--- config.mk ---
export PLATFORM = sky130hd
export DESIGN_NAME = serial_sub
export DESIGN_NICKNAME = d
export VERILOG_FILES = /design/src/rtl/serial_sub_pkg.sv /design/src/rtl/serial_sub_full_subtractor.sv /design/src/rtl/serial_sub.sv
export SDC_FILE = /design/constraint.sdc
export NUM_CORES = 1
export LEC_CHECK = 0
export ABC_AREA = 1
export CELL_PAD_IN_SITES_DETAIL_PLACEMENT = 1
export CELL_PAD_IN_SITES_GLOBAL_PLACEMENT = 1
export CORE_MARGIN = 4
export CORE_UTILIZATION = 32
export DETAILED_ROUTE_END_ITERATION = 8
export GPL_TIMING_DRIVEN = 1
export PLACE_DENSITY_LB_ADDON = 0.1
export SLEW_MARGIN = 20
export SYNTH_ARGS = -nofsm -noshare
export SYNTH_HDL_FRONTEND = slang
export SYNTH_SLANG_ARGS = --single-unit
--- constraint.sdc ---
create_clock -name clk -period 1.2 [get_ports clk]
set_input_delay 0.3 -clock clk [delete_from_list [all_inputs] [get_ports clk]]
set_output_delay 0.3 -clock clk [all_outputs]
set_load 0.01 [all_outputs]
--- src/rtl/serial_sub_pkg.sv ---
// Shared types and constants for the bit-serial subtractor: FSM state encoding,
// default operand width and the bit-counter width helper.
package serial_sub_pkg;

  typedef enum logic [1:0] {
    IDLE  = 2'd0,
    SHIFT = 2'd1,
    DONE  = 2'd2
  } state_t;

  localparam int DEF_WIDTH = 4;

  // Counter must reach WIDTH without wrapping.
  function automatic int cnt_width(input int w);
    return $clog2(w + 1);
  endfunction

endpackage

--- src/rtl/serial_sub_full_subtractor.sv ---
// One-bit combinational full subtractor: d = a - b - bor_in, with borrow out.
// Mirror cell of the ripple adder's full_adder.
module full_subtractor (
  input  logic a,
  input  logic b,
  input  logic bor_in,
  output logic d,
  output logic bor_out
);

  assign d       = a ^ b ^ bor_in;
  assign bor_out = (~a & b) | (~(a ^ b) & bor_in);

endmodule

--- src/rtl/serial_sub.sv ---
// Bit-serial subtractor (diff = a - b - b_in), LSB first, one bit per clock.
// Optional signed-overflow output is enabled with `define SERIAL_SUB_OVF_EN.
module serial_sub
  import serial_sub_pkg::*;
#(
  parameter int WIDTH = DEF_WIDTH
) (
  input  logic             clk,
  input  logic             rst,
  input  logic             start,
  input  logic [WIDTH-1:0] a,
  input  logic [WIDTH-1:0] b,
  input  logic             b_in,
  output logic             ready,
  output logic [WIDTH-1:0] diff,
  output logic             b_out,
  output logic             done
`ifdef SERIAL_SUB_OVF_EN
  ,
  output logic             ovf
`endif
);

  localparam int CW = cnt_width(WIDTH);

  state_t           state_q, state_d;
  logic [CW-1:0]    cnt_q, cnt_d;
  logic [WIDTH-1:0] a_sh_q, a_sh_d;
  logic [WIDTH-1:0] b_sh_q, b_sh_d;
  logic [WIDTH-1:0] res_q, res_d;
  logic             bor_q, bor_d;
  logic [WIDTH-1:0] diff_q, diff_d;
  logic             bout_q, bout_d;
  logic             fs_d, fs_bor;
`ifdef SERIAL_SUB_OVF_EN
  logic             a_msb_q, a_msb_d;
  logic             b_msb_q, b_msb_d;
  logic             ovf_q, ovf_d;
`endif

  full_subtractor u_fs (
    .a      (a_sh_q[0]),
    .b      (b_sh_q[0]),
    .bor_in (bor_q),
    .d      (fs_d),
    .bor_out(fs_bor)
  );

  always_comb begin
    state_d = state_q;
    cnt_d   = cnt_q;
    a_sh_d  = a_sh_q;
    b_sh_d  = b_sh_q;
    res_d   = res_q;
    bor_d   = bor_q;
    diff_d  = diff_q;
    bout_d  = bout_q;
`ifdef SERIAL_SUB_OVF_EN
    a_msb_d = a_msb_q;
    b_msb_d = b_msb_q;
    ovf_d   = ovf_q;
`endif
    case (state_q)
      IDLE: begin
        if (start) begin
          a_sh_d  = a;
          b_sh_d  = b;
          bor_d   = b_in;
          cnt_d   = '0;
          state_d = SHIFT;
`ifdef SERIAL_SUB_OVF_EN
          a_msb_d = a[WIDTH-1];
          b_msb_d = b[WIDTH-1];
`endif
        end
      end
      SHIFT: begin
        a_sh_d = a_sh_q >> 1;
        b_sh_d = b_sh_q >> 1;
        res_d  = {fs_d, res_q[WIDTH-1:1]};
        bor_d  = fs_bor;
        cnt_d  = cnt_q + CW'(1);
        // Visible outputs are only refreshed on the final bit, never mid-operation.
        if (cnt_q == CW'(WIDTH - 1)) begin
          state_d = DONE;
          diff_d  = {fs_d, res_q[WIDTH-1:1]};
          bout_d  = fs_bor;
`ifdef SERIAL_SUB_OVF_EN
          ovf_d   = (a_msb_q ^ b_msb_q) & (fs_d ^ a_msb_q);
`endif
        end
      end
      DONE:    state_d = IDLE;
      default: state_d = IDLE;
    endcase
  end

  always_ff @(posedge clk) begin
    if (rst) begin
      state_q <= IDLE;
      cnt_q   <= '0;
      a_sh_q  <= '0;
      b_sh_q  <= '0;
      res_q   <= '0;
      bor_q   <= 1'b0;
      diff_q  <= '0;
      bout_q  <= 1'b0;
`ifdef SERIAL_SUB_OVF_EN
      a_msb_q <= 1'b0;
      b_msb_q <= 1'b0;
      ovf_q   <= 1'b0;
`endif
    end else begin
      state_q <= state_d;
      cnt_q   <= cnt_d;
      a_sh_q  <= a_sh_d;
      b_sh_q  <= b_sh_d;
      res_q   <= res_d;
      bor_q   <= bor_d;
      diff_q  <= diff_d;
      bout_q  <= bout_d;
`ifdef SERIAL_SUB_OVF_EN
      a_msb_q <= a_msb_d;
      b_msb_q <= b_msb_d;
      ovf_q   <= ovf_d;
`endif
    end
  end

  assign ready = (state_q == IDLE);
  assign done  = (state_q == DONE);
  assign diff  = diff_q;
  assign b_out = bout_q;
`ifdef SERIAL_SUB_OVF_EN
  assign ovf   = ovf_q;
`endif

endmodule

# Word level (Yosys, flattened, before mapping)
# Index checks and enable logic that the tools add are counted.
[totals]
in_bits = 12
regBits = 23
elab_cells = 37
[classes]
mux = 11
bitwise = 7
n_reduce_logical = 5
addsub = 1
eq_ne = 5
[op_table]
columns = ["op", "n"]
rows = [
  ["one-hot mux 4 bit (2 select lines)", 2],
  ["2-to-1 mux 4 bit", 2],
  ["one-hot mux 3 bit (2 select lines)", 1],
  ["AND reduction 2 bit", 3],
  ["2-to-1 mux 2 bit", 2],
  ["inequality test 2 bit, second input constant", 2],
  ["one-hot mux 2 bit (2 select lines)", 1],
  ["adder 3 x 1 -> 3 bit, second input constant", 1],
  ["equality test 3 x 2 -> 1 bit, second input constant", 1],
  ["2-to-1 mux 3 bit", 1],
  ["bitwise AND 1 bit", 2],
  ["equality test 2 x 1 -> 1 bit, second input constant", 1],
  ["equality test 2 bit, second input constant", 1],
  ["zero test 2 bit", 1],
  ["NOT 1 bit", 2],
  ["one-hot mux 1 bit (2 select lines)", 1],
  ["nonzero test 2 bit", 1],
  ["bitwise XOR 1 bit", 2],
  ["2-to-1 mux 1 bit", 1],
  ["bitwise OR 1 bit", 1],
]

# Longest topological paths before layout
# Gate-level depths: netlist of run 1.
[logic_depth]
ltp_word = 5
ltp_mapped = 8
ltp_nobuf = 8

# By module
# From an unflattened synthesis of run 1, not the netlist that was laid out.
[unflattened]
hier_cells = 147
area_unflattened_um2 = 1004.7
[by_module_without_submodules]
columns = ["module", "area_each_um2", "cells_each", "seq_area_each_um2", "n_inst"]
rows = [
  ["serial_sub", 973.4, 143, 440.4, 1],
  ["full_subtractor", 31.3, 4, 0.0, 1],
]

# Worst setup path after synthesis of run 1
# OpenSTA, ideal clock, no wires.
[synth_path]
path_type = "reg2reg"
from = "register cnt_q[0]"
to = "register diff_q[3] (netlist: diff[3])"
synth_period_minus_slack_ns = 1.137
required_time_ns = 1.084
path_stages_with_launch = 8
n_path_buf = 0
arrival_time_ns = 1.021
slack_ns = 0.063
path_cell_list = "dfxtp_1 ha_1 ha_1 nand2_1 nor2_4 inv_1 nor2_1 nor2_1"
[synth_between]
elab_chain_len = 2
[synth_lines]
columns = ["item", "line", "source"]
rows = [
  ["from (decl)", "serial_sub.sv:27", "logic [CW-1:0] cnt_q, cnt_d;"],
  ["from (signal assigned)", "serial_sub.sv:115", "cnt_q <= cnt_d;"],
  ["equality test 3 x 2 -> 1 bit", "serial_sub.sv:84", "if (cnt_q == CW'(WIDTH - 1)) begin"],
  ["AND reduction 2 bit (no line)", "n/a", ""],
  ["to (signal assigned)", "serial_sub.sv:120", "diff_q <= diff_d;"],
  ["to (decl)", "serial_sub.sv:32", "logic [WIDTH-1:0] diff_q, diff_d;"],
]
# No other way between the ends.
# A chain may end at the register's enable or synchronous reset.

# Worst setup path in the final report of run 1
[layout_path]
from = "register state_q[1]"
to = "output done"
[layout_between]
elab_chain_len = 1
[layout_lines]
columns = ["item", "line", "source"]
rows = [
  ["from (decl)", "serial_sub.sv:26", "state_t state_q, state_d;"],
  ["from (signal assigned)", "serial_sub.sv:114", "state_q <= state_d;"],
  ["equality test 2 bit", "serial_sub.sv:131", "assign done = (state_q == DONE);"],
  ["to (decl)", "serial_sub.sv:17", "output logic done"],
]
# No other way between the ends.

==> results of run 1 <==
synth_stat cells (all sizes together):
| master | number | area, um2 |
|---|---|---|
| inv | 24 | 90.1 |
| fa | 1 | 20.0 |
| dfxtp | 22 | 440 |
| nand3 | 5 | 25.0 |
| a21oi | 11 | 55.1 |
| clkinv | 1 | 5.00 |
| o21ai | 8 | 43.8 |
| nor2 | 24 | 100 |
| nand2 | 41 | 161 |
| ha | 2 | 25.0 |
| or2 | 1 | 6.26 |
| buf | 5 | 50.0 |
logic make-up (layout without fill, tap and decap cells):
group           Yosys count  count (layout)  share of synthesized area
compound gates           19              19                     0.0967
fa+ha+maj                 3               3                     0.0441
buf+inv                  30              60                      0.142
flops                    22              22                      0.431
simple gates             71              71                      0.286
layout by cell type (no fill, tap or decap), types with 3 or more instances in the layout:
cell                              Yosys  routed
sky130_fd_sc_hd__dfxtp_1             22      12
sky130_fd_sc_hd__dfxtp_2              0       8
sky130_fd_sc_hd__buf_4                0       7
sky130_fd_sc_hd__clkdlybuf4s50_1      0      11
sky130_fd_sc_hd__clkbuf_4             0       3
sky130_fd_sc_hd__nor2_1              22      19
sky130_fd_sc_hd__inv_2                2       4
sky130_fd_sc_hd__buf_6                4       6
sky130_fd_sc_hd__buf_2                1       3
sky130_fd_sc_hd__inv_1               22      19
sky130_fd_sc_hd__o21ai_0              5       4
sky130_fd_sc_hd__nand2_2              3       3
sky130_fd_sc_hd__nand2_1             38      36
sky130_fd_sc_hd__nor2_4               1       3
sky130_fd_sc_hd__a21oi_1             11       8
sky130_fd_sc_hd__o21ai_1              2       3
sky130_fd_sc_hd__nand3_1              5       3
sky130_fd_sc_hd__a21oi_2              0       3
tightest hold or removal path, stage by stage (launching register included):
cell and delay, ns:
sky130_fd_sc_hd__dfxtp_1 0.33, sky130_fd_sc_hd__nand2_1 0.06, sky130_fd_sc_hd__a21oi_1 0.05
final cells by class:
cell class	instances	area, um2	area share
inverter	25	98.8	0.0678
tap	44	55.1	0.0377
timing repair buffer	31	285	0.196
multi-input combinational	93	526	0.360
clock buffer	4	36.3	0.0249
sequential	22	458	0.314
per-layer routing:
layer  up-vias  global-route usage  part of all wire
met5         -                   0                 0
met4         0              0.0396             0.011
met3         2              0.0260             0.031
met2        15               0.228              0.48
met1       448               0.174              0.47
li1        493                   -                 -
final timing paths:
path | to | slack, ns | cells past startpoint
worst max-delay path | done | -0.06 | 3
worst min register to register | a_sh_q[3]$_SDFFE_PP0P_ | 0.47 | 2
worst min-delay path | a_sh_q[3]$_SDFFE_PP0P_ | 0.47 | 2
worst max register to register | diff[3]$_SDFFE_PP0P_ | -0.03 | 7
report_power, final:
group	switching [uW]	internal [uW]	leakage (uW)	total, uW
clock network	229	185	0.0000210	414
logic	147	141	0.000467	288
registers	26.3	772	0.000185	798
total	403	1100	0.000673	1500
flip-flops by register name (all words and copies together), names as in the netlist:
register,flops
diff,4
b_sh_q,4
bor_q,1
res_q,3
cnt_q,3
b_out,1
a_sh_q,4
state_q,2
repair_timing:
action,in CTS,in global routing
pin swaps,8,6
gates resized for setup,46,22
buffers inserted,2,1
cloned,0,1
setup endpoints to repair,23,25
per-stage QoR:
step,power [uW],setup slack [ns],utilization,hold slack [ns]
after floorplan,966,0.0628,-,0.369
after global routing,1610,-0.131,0.478,0.496
final,1500,-0.0636,0.478,0.470
after CTS,1500,-0.0701,0.464,0.470
after detailed placement,1070,-0.263,0.422,0.457
after global placement,1060,-0.245,0.422,0.446
==> load_flow_metrics.sql, run 1 <==
INSERT INTO impl_metrics (metric_group, metric, value, unit) VALUES
('timing', 'timing_max_transition_violations_final', '0', ''),
('run_status', 'run_status', 'complete, but fails checks', ''),
('critical_path', 'crit_buf_inv', '2', ''),
('timing', 'max_slew_margin', '0.777', ''),
('drt', 'per_cell_routed_wire_length', '11.5', 'um'),
('timing', 'finalSetupViolations', '6', ''),
('run_status', 'failed_checks', 'negative setup slack', ''),
('yosys', 'synth_cell_types', '19', ''),
('critical_path', 'setup.worst_path.start', 'state_q[1]$_SDFFE_PP0P_', ''),
('drt', 'num_vias', '958', ''),
('critical_path', 'kind_of_cell_adding_the_most_delay_to_the_critical_path', 'flip-flops', ''),
('drt', 'number_of_violations_reported_at_the_end_of_detailed_routing_iteration_0', '32', ''),
('timing', 'fin_skew', '0.00615', 'ns'),
('placement', 'dp_cells', '211', ''),
('critical_path', 'worst-setup-path-type', 'flip-flop to output pin', ''),
('placement', 'gp_congestion', '0.749', ''),
('timing', 'tightestPinTransition', '0.334', 'ns'),
('timing', 'final.min_clock_period', '1.26', 'ns'),
('yosys', 'synth_nets', '160', ''),
('final_layout', 'fraction_of_layout_instances_using_a_drive_strength_above_1', '0.337', ''),
('die', 'core', '0.00305', 'mm2'),
('placement', 'number_of_i_o_port_buffers', '18', ''),
('yosys', 'yosys_warnings', '0', ''),
('worst_hold_path', 'timing.hold.worst.class', 'flip-flop to flip-flop', ''),
('worst_hold_path', 'worstHoldStart', 'a_sh_q[3]$_SDFFE_PP0P_', ''),
('placement', 'hpwlAfterDp', '1.90', 'mm'),
('critical_path', 'cp_cell_sequence', 'inv_4 > nor2_4 > buf_6', ''),
('final_layout', 'final_cell_area', '0.00146', 'mm2'),
('timing', 'post-route-worst-setup-slack', '-0.0636', 'ns'),
('yosys', 'seq_area_frac_synth', '0.431', ''),
('timing', 'final.setup.tns', '-0.150', 'ns'),
('global_route', 'total_routing_resource_utilization_after_global_routing', '0.135', ''),
('power', 'pwr_density', '1030', 'mW/mm2'),
('yosys', 'synth_seq_cells', '22', ''),
('drt', 'drtAntennaViolNets', '0', ''),
('global_route', 'initial_antenna_violation_count', '0', ''),
('timing', 'grt_setup_unrepaired', 'true', ''),
('drt', 'wirelength_routed', '2.52', 'mm'),
('final_layout', 'finalNonFillerCells', '219', ''),
('die', 'fp.dieArea', '0.00416', 'mm2'),
('critical_path', 'worst_path_max_delay_cell', 'sky130_fd_sc_hd__dfxtp_4', ''),
('power', 'max-vdd-ir-drop', '0.000450', 'V'),
('critical_path', 'critPathMaxFanout', '3', ''),
('power', 'p_leak', '0.000673', 'uW'),
('timing', 'max_freq', '0.791', 'GHz'),
('global_route', 'grt-ovfl-total', '0', ''),
('critical_path', 'critPathCaptureType', 'output pin', ''),
('die', 'die_height', '64.5', 'um'),
('die', 'placementRows', '20', ''),
('drt', 'vias_per_cell', '4.37', ''),
('final_layout', 'layout-area-overhead-vs-synth', '42.7', '%'),
('placement', 'placed_cell_area', '0.00129', 'mm2'),
('drt', 'post-route-drc-count', '0', ''),
('global_route', 'grt_first_pass_wirelength', '4.36', 'mm'),
('clock_network', 'cts_buffer_depth', '2', ''),
('job', 'timing.max_cap.violations', '0', ''),
('critical_path', 'cpPeakStageDelay', '0.40', 'ns'),
('global_route', 'grt_max_degree', '19', ''),
('final_layout', 'filler_cell_count', '396', ''),
('final_layout', 'diodes', '0', ''),
('clock_network', 'clock_insertion_delay_worst_skew', '0.30', 'ns'),
('final_layout', 'num-nets-final', '191', ''),
('timing', 'post-route-period-util', '1.05', ''),
('critical_path', 'rr_startpoint', 'cnt_q[1]$_SDFFE_PP0P_', ''),
('yosys', 'synthCells', '145', ''),
('clock_network', 'cts_tree', 'done', ''),
('clock_network', 'cts_hold_buffers', '0', ''),
('yosys', 'syn_avg_cell_area', '7.05', 'um2'),
('clock_network', 'worst_setup_hold_path_clk_slew', '0.13', 'ns'),
('critical_path', 'critical_path_required', '0.90', 'ns'),
('critical_path', 'cp.arrival', '0.96', 'ns'),
('die', 'width_of_the_die', '64.5', 'um'),
('clock_network', 'cts_inserted_buffers', '3', ''),
('timing', 'hold_violations', '0', ''),
('die', 'io_count', '19', ''),
('critical_path', 'cp-start-kind', 'flip-flop', ''),
('clock_network', 'cts.sinks', '22', ''),
('yosys', 'mappedNetlistArea', '0.00102', 'mm2'),
('drt', '1st_pass_router_iterations', '4', ''),
('clock_network', 'cts-htree-levels', '1', ''),
('clock_network', 'root_buffer', 'sky130_fd_sc_hd__clkbuf_4', ''),
('global_route', 'number_of_global_route_vias_before_repair', '966', ''),
('die', 'start_util', '0.335', '');
(Power assumes the default switching activity.)
==> inputs of run 2 (changes only) <==
Settings changed: CTS_CLUSTER_SIZE set to 8.
==> results of run 2 <==
Same layout as run 1: the final DEF is identical, and so are final timing and power.
==> inputs of run 3 (changes only) <==
Settings changed: ABC_AREA 1 to not set, CORE_UTILIZATION 32 to 33.
==> load_flow_metrics.sql, run 3 <==
INSERT INTO impl_metrics (metric_group, metric, value, unit) VALUES
('yosys', 'seq_area_frac_synth', '0.476', ''),
('yosys', 'yosys-top-cells-area', 'sky130_fd_sc_hd__dfxtp_1, sky130_fd_sc_hd__o221a_2, sky130_fd_sc_hd__a21oi_1', ''),
('final_layout', 'layout.cells.most_common', 'sky130_fd_sc_hd__buf_4', ''),
('clock_network', 'worst_setup_hold_path_clk_slew', '0.13', 'ns'),
('clock_network', 'cts_inserted_buffers', '3', ''),
('timing', 'max_freq', '0.749', 'GHz'),
('yosys', 'post_synth_and_or_nand_nor_area_fraction', '0.123', ''),
('power', 'max-vdd-ir-drop', '0.000765', 'V'),
('drt', 'post-route-drc-count', '0', ''),
('drt', 'per_cell_routed_wire_length', '14.9', 'um'),
('timing', 'final.setup.tns', '-0.203', 'ns'),
('critical_path', 'cp.arrival', '1.03', 'ns'),
('timing', 'timing_max_transition_violations_final', '0', ''),
('timing', 'final_hold_slack', '0.469', 'ns'),
('clock_network', 'root_buffer', 'sky130_fd_sc_hd__clkbuf_4', ''),
('clock_network', 'clock_insertion_delay_worst_skew', '0.33', 'ns'),
('die', 'width_of_the_die', '60.9', 'um'),
('yosys', 'synth_async_sr_flop_share', '0', ''),
('drt', 'drtAntennaViolNets', '0', ''),
('clock_network', 'cts-htree-levels', '1', ''),
('timing', 'tightestPinTransition', '0.322', 'ns'),
('final_layout', 'num-nets-final', '144', ''),
('yosys', 'dominant_combinational_cell_family_by_area_after_synthesis', 'compound AO/OA/AOI/OAI gates', ''),
('run_status', 'run_status', 'complete, but fails checks', ''),
('yosys', 'syn_avg_cell_area', '9.84', 'um2'),
('power', 'pwr_density', '1060', 'mW/mm2'),
('global_route', 'grt-ovfl-total', '0', ''),
('final_layout', 'diodes', '0', ''),
('yosys', 'yosys_warnings', '0', ''),
('timing', 'fin_skew', '0.00425', 'ns'),
('timing', 'final.min_clock_period', '1.33', 'ns'),
('timing', 'finalSetupViolations', '4', ''),
('yosys', 'synth.cells.most_frequent', 'sky130_fd_sc_hd__dfxtp_1, sky130_fd_sc_hd__a21oi_1, sky130_fd_sc_hd__nor2_1, sky130_fd_sc_hd__inv_1, sky130_fd_sc_hd__o221a_2', ''),
('critical_path', 'cp-start-kind', 'flip-flop', ''),
('clock_network', 'cts.sinks', '22', ''),
('yosys', 'synth_cell_types', '22', ''),
('drt', 'vias_per_cell', '5.04', ''),
('die', 'fp.dieArea', '0.00371', 'mm2'),
('yosys', 'synth_mux_area_frac', '0.0433', ''),
('critical_path', 'critPathCaptureType', 'output pin', ''),
('yosys', 'synthCells', '94', ''),
('timing', 'hold_violations', '0', ''),
('placement', 'number_of_i_o_port_buffers', '18', ''),
('timing', 'max_slew_margin', '0.785', ''),
('global_route', 'grt_first_pass_wirelength', '3.84', 'mm'),
('die', 'io_count', '19', ''),
('yosys', 'synthXorXnorAreaFrac', '0', ''),
('final_layout', 'most-common-layout-cells', 'sky130_fd_sc_hd__buf_4, sky130_fd_sc_hd__dfxtp_1, sky130_fd_sc_hd__dfxtp_2, sky130_fd_sc_hd__clkdlybuf4s50_1, sky130_fd_sc_hd__nor2_1', ''),
('final_layout', 'fraction_of_layout_instances_using_a_drive_strength_above_1', '0.512', ''),
('power', 'p_leak', '0.000535', 'uW'),
('yosys', 'netlist.area_leader.share', '0.476', ''),
('critical_path', 'critical_path_required', '0.90', 'ns'),
('clock_network', 'cts_tree', 'done', ''),
('placement', 'gp_congestion', '0.727', ''),
('global_route', 'number_of_global_route_vias_before_repair', '827', ''),
('critical_path', 'critPathMaxFanout', '3', ''),
('die', 'core', '0.00257', 'mm2'),
('job', 'timing.max_cap.violations', '0', ''),
('global_route', 'grt_max_degree', '22', ''),
('critical_path', 'worst-setup-path-type', 'flip-flop to output pin', ''),
('yosys', 'mappedNetlistArea', '925', 'um2'),
('placement', 'hpwlAfterDp', '1.60', 'mm'),
('final_layout', 'filler_cell_count', '306', ''),
('yosys', 'synth_adder_area_share', '0.0487', ''),
('yosys', 'synth_nets', '109', ''),
('clock_network', 'cts_buffer_depth', '2', ''),
('yosys', 'netlist.top_cell.by_area', 'sky130_fd_sc_hd__dfxtp_1', ''),
('yosys', 'synthMostInstantiatedCell', 'sky130_fd_sc_hd__dfxtp_1', ''),
('yosys', 'dominantRegCellSynth', 'sky130_fd_sc_hd__dfxtp_1', ''),
('yosys', 'synth_compound_gate_area_share', '0.218', ''),
('drt', 'wirelength_routed', '2.33', 'mm'),
('timing', 'post-route-period-util', '1.11', ''),
('die', 'start_util', '0.360', ''),
('yosys', 'synth_enable_flop_cells', '0', ''),
('drt', '1st_pass_router_iterations', '4', ''),
('drt', 'num_vias', '791', ''),
('global_route', 'total_routing_resource_utilization_after_global_routing', '0.143', ''),
('run_status', 'failed_checks', 'negative setup slack', ''),
('drt', 'number_of_violations_reported_at_the_end_of_detailed_routing_iteration_0', '22', ''),
('die', 'placementRows', '18', ''),
('global_route', 'initial_antenna_violation_count', '0', ''),
('yosys', 'synth_seq_cells', '22', ''),
('final_layout', 'layout-area-overhead-vs-synth', '44.4', '%'),
('timing', 'post-route-worst-setup-slack', '-0.134', 'ns'),
('die', 'die_height', '60.9', 'um'),
('worst_hold_path', 'timing.hold.worst.class', 'flip-flop to flip-flop', ''),
('timing', 'grt_setup_unrepaired', 'true', '');
## run 3: repair_timing
action / CTS / global route
resized for setup: 45 / 16
setup buffers: 1 / 2
hold buffers: 0 / 0
pin swaps: 5 / 9
setup endpoints to repair: 21 / 20
## run 3: layout make-up
cell class / instances / area, um2 / area share
sequential: 22 / 454 / 0.340
inverter: 10 / 37.5 / 0.0281
timing repair buffer: 35 / 312 / 0.233
tap: 30 / 37.5 / 0.0281
clock buffer: 3 / 22.5 / 0.0169
multi-input combinational: 57 / 472 / 0.353
## run 3: kinds of logic (layout without fill, tap and decap cells)
family	Yosys count	after routing
fa+ha+maj	3	3
compound gates	26	26
buf+inv	15	48
flops	22	22
mux	4	4
simple gates	24	24
## run 3: worst max-delay path: stages (launching register included)
cell and delay (ns):
sky130_fd_sc_hd__dfxtp_2 0.37, sky130_fd_sc_hd__and2b_2 0.22, sky130_fd_sc_hd__buf_6 0.12
## run 3: worst paths after layout
path	start	end	slack, ns	cells after the start
worst min register to register	diff[2]$_SDFFE_PP0P_	diff[2]$_SDFFE_PP0P_	0.47	2
worst max-delay path	state_q[0]$_SDFFE_PP0P_	done	-0.13	2
worst min-delay path	diff[2]$_SDFFE_PP0P_	diff[2]$_SDFFE_PP0P_	0.47	2
worst max register to register	bor_q$_SDFFE_PP0P_	diff[3]$_SDFFE_PP0P_	-0.02	4
## run 3: power breakdown
group | leakage (uW) | switching (uW) | internal [uW]
combinational | 0.000336 | 113 | 148
sequential | 0.000185 | 26.2 | 769
clock | 0.0000138 | 243 | 118
## run 3: layer usage
metal | vias to the layer above | track usage | share of wire
met5 | - | 0 | 0
met4 | 0 | 0.0836 | 0.026
met3 | 7 | 0.0319 | 0.040
met2 | 11 | 0.238 | 0.48
met1 | 378 | 0.168 | 0.45
li1 | 395 | - | -
## run 3: per-stage QoR
step | power (uW) | instance area, um2 | cells | setup WS [ns] | util
after floorplan | 930 | 925 | 94 | 0.00100 | -
after global placement | 1030 | 1230 | 151 | -0.362 | 0.478
after detailed placement | 1040 | 1230 | 151 | -0.410 | 0.478
after CTS | 1420 | 1300 | 155 | -0.135 | 0.506
after global routing | 1510 | 1340 | 157 | -0.196 | 0.520
final | 1420 | 1340 | 157 | -0.134 | 0.520
